`src/rtl/controle_jogo_pkg.sv`:
```
// Shared game-control types and sizing: FSM state encoding, default attempt count,
// width of the remaining-attempts counter.
package controle_jogo_pkg;

  localparam int MAX_TENT_PADRAO = 5;
  localparam int LARG_REST       = 3;

  typedef enum logic [2:0] {
    OCIOSO,
    ESPERA,
    CAPTURA,
    AVALIA,
    VITORIA,
    DERROTA
  } estado_t;

endpackage

```
`src/rtl/controle_jogo_detector_borda.sv`:
```
// Rising-edge detector for an already-synchronised button level; zero latency,
// edge = level high now and low on the previous clock (history cleared by reset).
module detector_borda (
  input  logic clk,
  input  logic rst_n,
  input  logic i_nivel,
  output logic o_borda
);

  logic r_anterior;

  always_ff @(posedge clk or negedge rst_n) begin
    if (!rst_n) r_anterior <= 1'b0;
    else        r_anterior <= i_nivel;
  end

  assign o_borda = i_nivel & ~r_anterior;

endmodule

```
`src/rtl/controle_jogo.sv`:
```
// Guessing-game round controller: confirma edge -> captura next cycle, verdict two cycles later;
// no backpressure, inputs are levels. Score counter built only with PONTUACAO_EN defined.
module controle_jogo
  import controle_jogo_pkg::*;
#(
  parameter int MAX_TENT = MAX_TENT_PADRAO,
  parameter int LARG_PTS = 4
) (
  input  logic                 clk,
  input  logic                 rst_n,
  input  logic                 confirma,
  input  logic                 novo_jogo,
  input  logic                 igual,
  input  logic                 ate3,
  input  logic                 errada,
  output logic                 captura,
  output logic [LARG_REST-1:0] restantes,
  output logic                 quente,
  output logic                 venceu,
  output logic                 perdeu,
  output logic [LARG_PTS-1:0]  pontos
);

  estado_t              r_estado;
  estado_t              w_prox;
  logic                 w_borda_conf;
  logic                 w_borda_novo;
  logic                 w_carrega;
  logic                 w_avaliar;
  logic                 w_unico;
  logic                 w_acerto;
  logic                 w_so_ate3;
  logic [LARG_REST-1:0] w_rest_dec;
  logic [LARG_REST-1:0] r_restantes;
  logic                 r_quente;
  logic                 r_venceu;
  logic                 r_perdeu;

  detector_borda u_borda_conf (
    .clk     (clk),
    .rst_n   (rst_n),
    .i_nivel (confirma),
    .o_borda (w_borda_conf)
  );

  detector_borda u_borda_novo (
    .clk     (clk),
    .rst_n   (rst_n),
    .i_nivel (novo_jogo),
    .o_borda (w_borda_novo)
  );

  // Exactly one verdict flag is trusted; zero or several collapse to "wrong".
  assign w_unico    = (igual ^ ate3 ^ errada) & ~(igual & ate3 & errada);
  assign w_acerto   = w_unico & igual;
  assign w_so_ate3  = w_unico & ate3;
  assign w_rest_dec = r_restantes - LARG_REST'(1);

  always_ff @(posedge clk or negedge rst_n) begin
    if (!rst_n) r_estado <= OCIOSO;
    else        r_estado <= w_prox;
  end

  always_comb begin
    w_prox    = r_estado;
    w_carrega = 1'b0;
    w_avaliar = 1'b0;
    if (w_borda_novo) begin
      w_prox    = ESPERA;
      w_carrega = 1'b1;
    end else begin
      case (r_estado)
        ESPERA:  if (w_borda_conf) w_prox = CAPTURA;
        CAPTURA: w_prox = AVALIA;
        AVALIA: begin
          w_avaliar = 1'b1;
          if (w_acerto)                 w_prox = VITORIA;
          else if (w_rest_dec == '0)    w_prox = DERROTA;
          else                          w_prox = ESPERA;
        end
        default: w_prox = r_estado;
      endcase
    end
  end

  always_ff @(posedge clk or negedge rst_n) begin
    if (!rst_n) begin
      r_restantes <= '0;
      r_quente    <= 1'b0;
      r_venceu    <= 1'b0;
      r_perdeu    <= 1'b0;
    end else if (w_carrega) begin
      r_restantes <= LARG_REST'(MAX_TENT);
      r_quente    <= 1'b0;
      r_venceu    <= 1'b0;
      r_perdeu    <= 1'b0;
    end else if (w_avaliar) begin
      r_restantes <= w_rest_dec;
      r_quente    <= w_so_ate3;
      r_venceu    <= w_acerto;
      r_perdeu    <= ~w_acerto & (w_rest_dec == '0);
    end
  end

`ifdef PONTUACAO_EN
  logic [LARG_PTS-1:0] r_pontos;

  // Saturating win counter, untouched by new rounds.
  always_ff @(posedge clk or negedge rst_n) begin
    if (!rst_n)                                         r_pontos <= '0;
    else if (w_avaliar && w_acerto && (r_pontos != '1)) r_pontos <= r_pontos + LARG_PTS'(1);
  end

  assign pontos = r_pontos;
`else
  assign pontos = '0;
`endif

  assign captura   = (r_estado == CAPTURA);
  assign restantes = r_restantes;
  assign quente    = r_quente;
  assign venceu    = r_venceu;
  assign perdeu    = r_perdeu;

endmodule

```
`config.mk`:
```
export PLATFORM = sky130hd
export DESIGN_NAME = controle_jogo
export DESIGN_NICKNAME = d
export VERILOG_FILES = /design/src/rtl/controle_jogo_pkg.sv /design/src/rtl/controle_jogo_detector_borda.sv /design/src/rtl/controle_jogo.sv
export SDC_FILE = /design/constraint.sdc
export NUM_CORES = 1
export LEC_CHECK = 0
export CAP_MARGIN = 25
export CORE_UTILIZATION = 40
export DETAILED_ROUTE_END_ITERATION = 7
export GPL_TIMING_DRIVEN = 0
export HOLD_SLACK_MARGIN = 0.1
export PLACE_DENSITY = 0.72
export SETUP_SLACK_MARGIN = 0.5
export SYNTH_ARGS = -nofsm -noshare
export SYNTH_HDL_FRONTEND = slang
export SYNTH_HIERARCHICAL = 1
export SYNTH_SLANG_ARGS = --single-unit
```
`constraint.sdc`:
```
create_clock -name clk -period 1.27 [get_ports clk]
set_input_delay 0.254 -clock clk [delete_from_list [all_inputs] [get_ports clk]]
set_output_delay 0.254 -clock clk [all_outputs]
set_load 0.02 [all_outputs]
```
==> metrics.cfg <==
[die]
core_um2 = 1490
chipHeight_um = 41.8
die_w_um = 41.8
num_rows = 14
initial_core_util = 0.426
die_area_um2 = 1750
pin_count = 18

[setup_path]
critPathSlowestCell = dfrtp_1
path_cells = or2b_4 > nor2_4 > buf_6
crit_family = flip-flops
crit_arrival_ps = 1100
cp_num_buf_inv = 1
crit_path_start_kind = flop
endpoint_kind = primary output
cp_max_fo = 2
critical_path_class = reg2out
required_ps = 1020
max_stage_delay_ps = 380

[yosys]
yosysMostFrequentCell = dfrtp_1
synth-edff-count = 0
synth_top_area_cell = dfrtp_1
yosys-top-cells-area = dfrtp_1, ha_1, buf_4, nor2b_4, a21oi_1
syn_inst = 61
synth_top_area_frac = 0.434
ys.flop_type = dfrtp_1
async_reset_ff_frac = 1.00
synth_seq_cells = 11
synth.yosys.seq_area_share = 0.434
yosysWarnings = 6
syn_area_per_cell_um2 = 10.4
syn-cell-area_um2 = 634
synth.distinct_cells = 28
synth_common_cells = dfrtp_1, a21oi_1, inv_1

[detailed_routing]
drt-pass1-iter-count = 4
dr.first_iter.drc_count = 4
num_vias = 535
ant_nets = 0
routed_via_density = 5.10
finalWirelength_um = 1290
wl_per_cell_um = 12.3
drc = 0

[sta]
worst_slew_pin_slew_ps = 508
hold_violations = 11
finalSetupViolations = 2
skew_ps = 2.73
fmax_mhz = 737
maxSlewViolCount = 0
rsz0062_at_grt = yes
max-slew-margin-rel = 0.661
hold_slack_ps = -63.0
final.period_utilization = 1.07
setup-tns-final_ps = -103
setup_ws_ps = -87.7
period_minus_slack_ps = 1360

[run]
drv_cap = 0

[global_route]
globalRouteOverflowTotal = 0
grt_max_degree = 12
antenna_found_initial = 0
grt_usage = 0.172
grt_pass1_wl_um = 2220
grt_pass1_vias = 506

[clock_network]
cts_buffer_depth = 2
cts_tree = yes
cts_root_buf = clkbuf_4
clock_latency_ps = 260
clkTransAtPathRegs_ps = 70
clock_sinks = 11
htreeDepth = 1
cts_buffers = 3
cts-hold-fix-buffers = 0

[finish]
num-nets-final = 100
drive_above_1_share = 0.506
layout-area-overhead-vs-synth_pct = 53.8
fin_cells = 105
final.fill_count = 131
diodes = 0

[power]
leakagePower_nw = 0.475
total_power_mw = 1.37
irDropWorstVdd_v = 0.00124
p_per_area_nw_per_um2 = 1400

[status]
status = finished with violations
violations = hold timing, setup timing

[placement]
placed_cells = 93
io_buffers = 13
routabilityCongestion = 0.719
hpwl_um = 879

[min_path]
min_path_type = in2async

## kinds of logic (layout without fill, tap and decap cells)
| logic type | Yosys count | after routing | share of synthesized area |
|---|---|---|---|
| AO/OA/AOI/OAI | 13 | 13 | 0.138 |
| XOR/XNOR | 2 | 2 | 0.0276 |
| adder cells (fa/ha/maj) | 3 | 3 | 0.0592 |
| buffers and inverters | 11 | 36 | 0.101 |
| flip-flops | 11 | 11 | 0.434 |
| multiplexers | 1 | 1 | 0.0158 |
| other | 1 | 4 | 0.00591 |
| AND/OR/NAND/NOR | 19 | 19 | 0.219 |
## where the power goes
| part | internal, mW | leakage [nW] | total [mW] | switching (mW) |
|---|---|---|---|---|
| combinational | 0.357 | 0.328 | 0.657 | 0.300 |
| clock | 0.121 | 0.0150 | 0.231 | 0.109 |
| sequential | 0.416 | 0.132 | 0.478 | 0.0612 |
| total | 0.895 | 0.475 | 1.37 | 0.471 |
## final timing paths
| check | cells after the start | slack, ps | start | to |
|---|---|---|---|---|
| max | 3 | -90 | r_estado[2] | captura |
| min | 1 | -60 | rst_n | r_estado[1] |
| max reg2reg | 5 | -20 | r_estado[2] | r_estado[0] |
| min reg2reg | 2 | 530 | quente | quente |
| max in group asynchronous | 1 | 960 | rst_n | restantes[0] |
| min in group clk | 1 | 240 | novo_jogo | u_borda_novo/r_anterior |
## state kept, by name, indices dropped and copies added, names as in the netlist
| register | flops |
|---|---|
| perdeu | 1 |
| quente | 1 |
| r_estado | 3 |
| restantes | 3 |
| u_borda_conf/r_anterior | 1 |
| u_borda_novo/r_anterior | 1 |
| venceu | 1 |
## what timing repair did
| action | 4_1_cts | 5_1_grt |
|---|---|---|
| setup endpoints to repair | 16 | 18 |
| endpoints found under the hold margin | 0 | 11 |
| gates resized for setup | 51 | 6 |
| pin swaps | 2 | 2 |
| buffers inserted | 8 | 0 |
## per-stage QoR
stage / hold slack [ps] / util / setup WS [ps] / area [um2]
after detailed placement: 518 / 0.571 / -507 / 851
final: -63.0 / 0.655 / -87.7 / 976
after CTS: 231 / 0.645 / -102 / 961
after floorplan: -41.6 / - / 145 / 701
after global routing: -25.0 / 0.655 / -133 / 976
after global placement: 517 / 0.571 / -433 / 851
## area by class of cell
type | instances | area (um2) | area share
tap | 16 | 20.0 | 0.0205
timing repair buffer | 21 | 200 | 0.205
sequential | 11 | 279 | 0.286
multi-input combinational | 42 | 377 | 0.386
buffer | 6 | 55.1 | 0.0564
clock buffer | 4 | 26.3 | 0.0269
inverter | 5 | 18.8 | 0.0192
## metal layers
metal,track usage,vias to the layer above,part of all wire
met1,0.207,255,0.41
met5,0,-,0
li1,-,258,-
met2,0.284,22,0.51
met3,0.0870,0,0.078
met4,0.0194,0,0
## layout by cell type, fill, tap and decap left out, types with 2 or more instances in the layout
cell / n
dfrtp_2: 3
buf_4: 11
dlygate4sd2_1: 4
dfrtp_1: 8
ha_4: 2
nor2b_4: 2
inv_1: 2
nor2_1: 2
a21oi_1: 5
nor2b_2: 2
xnor2_2: 2
o211ai_1: 2
clkbuf_4: 3
inv_2: 3
conb_1: 4
buf_6: 9
nand2_1: 3
(Power assumes the default switching activity.)
